===== src/rtl/fetch_stage.sv =====
// Instruction-fetch front end: owns the PC, drives a 1-cycle-latency synchronous
// instruction memory and holds the IF/ID pipeline register.
module fetch_stage #(
  parameter int                 ADDR_W   = 32,
  parameter logic [ADDR_W-1:0]  RESET_PC = '0
) (
  input  logic              clk,
  input  logic              reset,
  input  logic              stall_in,
  input  logic              redirect_valid,
  input  logic [ADDR_W-1:0] redirect_addr,
  output logic [ADDR_W-1:0] imem_addr,
  input  logic [31:0]       imem_rdata,
  output logic [31:0]       if_instr,
  output logic [ADDR_W-1:0] if_pc,
  output logic [ADDR_W-1:0] if_pc_plus1,
  output logic              if_valid,
  output logic [31:0]       fetch_count
);

  localparam logic [ADDR_W-1:0] ONE = {{(ADDR_W-1){1'b0}}, 1'b1};

  logic [ADDR_W-1:0] r_pc;
  logic [ADDR_W-1:0] r_req_pc;
  logic              r_req_valid;
  logic [31:0]       r_if_instr;
  logic [ADDR_W-1:0] r_if_pc;
  logic              r_if_valid;
  logic [31:0]       r_fetch_count;

  // While stalled, re-present the in-flight address so imem_rdata stays on it.
  assign imem_addr   = stall_in ? r_req_pc : r_pc;
  assign if_instr    = r_if_instr;
  assign if_pc       = r_if_pc;
  assign if_pc_plus1 = r_if_pc + ONE;
  assign if_valid    = r_if_valid;
  assign fetch_count = r_fetch_count;

  // NOTE: all state uses non-blocking assignments so every register samples
  // pre-edge values; blocking here would let if_pc see the new req_pc.
  always_ff @(posedge clk) begin
    if (reset) begin
      r_pc          <= RESET_PC;
      r_req_pc      <= '0;
      r_req_valid   <= 1'b0;
      r_if_instr    <= '0;
      r_if_pc       <= '0;
      r_if_valid    <= 1'b0;
      r_fetch_count <= '0;
    end else if (redirect_valid) begin
      r_pc        <= redirect_addr;
      r_req_valid <= 1'b0;
      r_if_valid  <= 1'b0;
    end else if (!stall_in) begin
      r_req_pc    <= r_pc;
      r_req_valid <= 1'b1;
      r_pc        <= r_pc + ONE;
      r_if_instr  <= imem_rdata;
      r_if_pc     <= r_req_pc;
      r_if_valid  <= r_req_valid;
      if (r_req_valid) r_fetch_count <= r_fetch_count + 32'd1;
    end
  end

endmodule


===== config.mk =====
export PLATFORM = sky130hd
export DESIGN_NAME = fetch_stage
export DESIGN_NICKNAME = d
export VERILOG_FILES = /design/src/rtl/fetch_stage.sv
export SDC_FILE = /design/constraint.sdc
export NUM_CORES = 1
export LEC_CHECK = 0
export ABC_AREA = 1
export ABC_CLOCK_PERIOD_IN_PS = 2000
export BUFFER_PORTS_ARGS = -buffer_cell sky130_fd_sc_hd__buf_2
export CORE_UTILIZATION = 53
export DETAILED_ROUTE_END_ITERATION = 7
export HOLD_SLACK_MARGIN = 0.08
export PLACE_DENSITY = 0.81
export SETUP_SLACK_MARGIN = 0.15
export SYNTH_ARGS = -nofsm -noshare
export SYNTH_HDL_FRONTEND = slang
export SYNTH_SLANG_ARGS = --single-unit
export TNS_END_PERCENT = 1

===== constraint.sdc =====
create_clock -name clk -period 2 [get_ports clk]
set_input_delay 0.3 -clock clk [delete_from_list [all_inputs] [get_ports clk]]
set_output_delay 0.3 -clock clk [all_outputs]
set_load 0.05 [all_outputs]

==> results.py <==
metrics = {
    "logic_synthesis": {
        "synth_top_area_frac": 0.389,
        "netlist_instances": 1265,
        "async_flop_share": 0,
        "synth.area.top_cells": "dfxtp_1 39%, nand2_1 12%, nor2_1 11%, o21ai_0 7.3%, inv_1 5.6%",
        "synth-seq-cells": 162,
        "syn_area_um2": 8330,
        "synthesis.nets": 1336,
        "yosysMostFrequentCell": "nand2_1",
        "yosys.area.top_type": "dfxtp_1",
        "avgSynthCellArea_um2": 6.59,
        "ys_seq_area_frac": 0.389,
        "synthFlopType": "dfxtp_1",
        "yosysWarnings": 0,
        "yosysUniqueCellTypes": 42,
        "synth_common_cells": "269 x nand2_1, 245 x nor2_1, 162 x dfxtp_1, 124 x inv_1, 122 x o21ai_0",
        "synth_edf_count": 0,
    },
    "detailed_routing": {
        "via_per_inst": 5.27,
        "drt_iter0_drc": 921,
        "antenna_left": 0,
        "routed-via-count": 9186,
        "wl_per_cell_um": 14.6,
        "drtPass1Iterations": 5,
        "drt_wl_total_um": 25500,
        "drc": 0,
    },
    "floorplan": {
        "die_w_um": 127,
        "rows": 45,
        "die-area_um2": 16200,
        "die_h_um": 127,
        "ioPinCount": 229,
        "core-area_um2": 15300,
        "initial_core_util": 0.546,
    },
    "run_status": {
        "outcome": "finished, violations left",
        "failed_checks": "setup timing",
    },
    "pwr": {
        "p_comb_frac": 0.189,
        "switching_power_w": 0.00269,
        "p_leak_nw": 5.31,
        "internal-power_w": 0.00584,
        "p_clk_frac": 0.395,
        "p_per_area_nw_per_um2": 753,
        "p_total_w": 0.00852,
        "pwr-share-seq": 0.416,
        "max-vdd-ir-drop_mv": 0.582,
        "swShare": 0.315,
    },
    "sta": {
        "rsz0062_at_grt": "true",
        "fmax_mhz": 441,
        "timing.slew.headroom": 0.667,
        "min_period_ns": 2.27,
        "worst_slack_ns": -0.269,
        "post-route-period-util": 1.13,
        "hold_slack_ns": 0.0917,
        "finalSetupViolCount": 27,
        "finalMaxSlewViolations": 0,
        "fin_tns_setup_ns": -4.66,
        "worst_slew_pin_slew_ns": 0.496,
        "fin_skew_ns": 0.00981,
        "hold_viol": 0,
    },
    "clocking": {
        "numCtsBuffers": 17,
        "cts_sinks": 162,
        "worstSkewPairLatency_ns": 0.43,
        "cts_tree": "done",
        "cts_root_buf": "clkbuf_16",
        "clk_pin_slew_worst_paths_ns": 0.07,
        "h-tree-depth": 4,
        "cts_buffer_depth": 2,
    },
    "worst_setup_path": {
        "critPathMaxFanout": 5,
        "r2r_end": "r_pc[30]",
        "critPathRequiredTime_ns": 1.70,
        "reg2regPathDepth": 12,
        "cp-start-kind": "flip-flop",
        "crit_end": "if_pc_plus1[23]",
        "reg2reg_from": "r_pc[0]",
        "cp-startpoint": "if_pc[1]",
        "cp-end-kind": "output port",
        "worstSetupPathType": "reg2out",
        "r2r_setup_slack_ns": 0.17,
        "crit_arrival_ns": 1.97,
    },
    "hold_path": {
        "hp-class": "in2reg",
    },
    "finish": {
        "final_nets": 1591,
        "fillers": 1211,
        "area_delta_synth_final_pct": 36.0,
        "n_antenna_cell": 0,
        "utilization": 0.742,
        "drive_above_1_share": 0.288,
    },
    "global_route": {
        "grt_pass1_wl_um": 40800,
        "grt_usage": 0.317,
        "grt.overflow.total": 0,
        "grt_pass1_vias": 8173,
        "antenna_found_initial": 0,
        "grt_max_degree": 83,
    },
    "placement": {
        "place_congestion": 0.931,
        "hpwl_um": 18300,
        "port_buffers": 228,
    },
    "flow_run": {
        "drv_cap": 0,
    },
}
[worst min-delay path by stage]
| stage | start | end | slack, ns | cells after the start |
|---|---|---|---|---|
| after floorplan | imem_rdata[31] | if_instr[31] | 0.43 | 2 |
| after global placement | if_valid | if_valid | 0.44 | 2 |
| after detailed placement | if_valid | if_valid | 0.45 | 2 |
| after CTS | imem_rdata[21] | if_instr[21] | 0.08 | 3 |
| after global routing | imem_rdata[13] | if_instr[13] | 0.08 | 3 |
| final | imem_rdata[2] | if_instr[2] | 0.09 | 3 |
[stage by stage]
step                area, um2  std cells  worst slack [ns]
finish                  11300       1744            -0.269
global route            11300       1744            -0.416
CTS                     11200       1741            -0.293
detailed placement      10400       1704          -0.00818
global placement        10400       1704           0.00563
floorplan                8710       1265            -0.145
[repair_timing]
| action | 4_1_cts | 5_1_grt |
|---|---|---|
| pin swaps | 8 | 8 |
| endpoints found under the setup margin | 29 | 42 |
| resized for setup | 41 | 43 |
| hold buffers | 3 | 0 |
| endpoints found under the hold margin | 3 | 0 |
| setup buffers | 2 | 3 |
[cell type report]
type	instances	area, um2	share of cell area
multi-input combinational	919	4880	0.431
sequential	162	3280	0.290
timing repair buffer	292	1810	0.160
inverter	128	484	0.0427
clock buffer	18	429	0.0379
tap	211	264	0.0233
clock inverter	14	178	0.0157
[cells by family (layout without fill, tap and decap cells)]
family / after synthesis / in the layout / share of synthesized area
simple gates: 700 / 700 / 0.368
compound gates: 184 / 184 / 0.118
buf+inv: 184 / 452 / 0.0863
flops: 162 / 162 / 0.389
xor+xnor: 32 / 32 / 0.0336
fa+ha+maj: 3 / 3 / 0.00451
[critical path: stages (launching register included)]
cell,delay (ns)
dfxtp_4,0.38
nand4_1,0.18
nor2_4,0.24
nand2_2,0.10
nor2_4,0.10
nand2_2,0.08
nor2_4,0.13
xor2_4,0.15
buf_6,0.17
[power groups by stage]
| stage | clock network [W] | registers (W) | logic, W |
|---|---|---|---|
| 6_report | 0.00337 | 0.00354 | 0.00161 |
| 5_1_grt | 0.00354 | 0.00356 | 0.00173 |
| 4_1_cts | 0.00341 | 0.00353 | 0.00158 |
| 3_5_place_dp | 0 | 0.00360 | 0.00155 |
| 3_3_place_gp | 0 | 0.00360 | 0.00153 |
| 2_1_floorplan | 0 | 0.00389 | 0.000805 |
[state kept, by name (all words and copies together) (netlist names)]
name,count
fetch_count,32
r_req_pc,32
if_instr,32
r_pc,32
r_req_valid,1
if_pc,32
if_valid,1
[cells in the final DEF, fill, tap and decap left out, drive strengths merged]
cell / n
nor3: 49
a221oi: 1
nand4: 26
o21a: 1
xnor2: 9
a31oi: 7
o21ai: 125
a211oi: 8
nand3: 74
and2: 1
xor2: 23
ha: 3
clkinvlp: 3
bufinv: 3
o211ai: 4
dlygate4sd3: 3
a21oi: 33
clkbuf: 19
a32oi: 1
buf: 288
or2: 1
dfxtp: 162
o31ai: 2
inv: 131
nor4: 5
nand2: 273
clkinv: 5
o2111ai: 2
nor3b: 2
nor2: 261
nand3b: 8
[layer usage]
layer	part of all wire	vias to the layer above	GRT usage
li1	-	4596	-
met1	0.45	4106	0.444
met2	0.45	443	0.482
met3	0.077	41	0.0670
met4	0.022	0	0.116
met5	0	-	0
(Power assumes the default switching activity.)
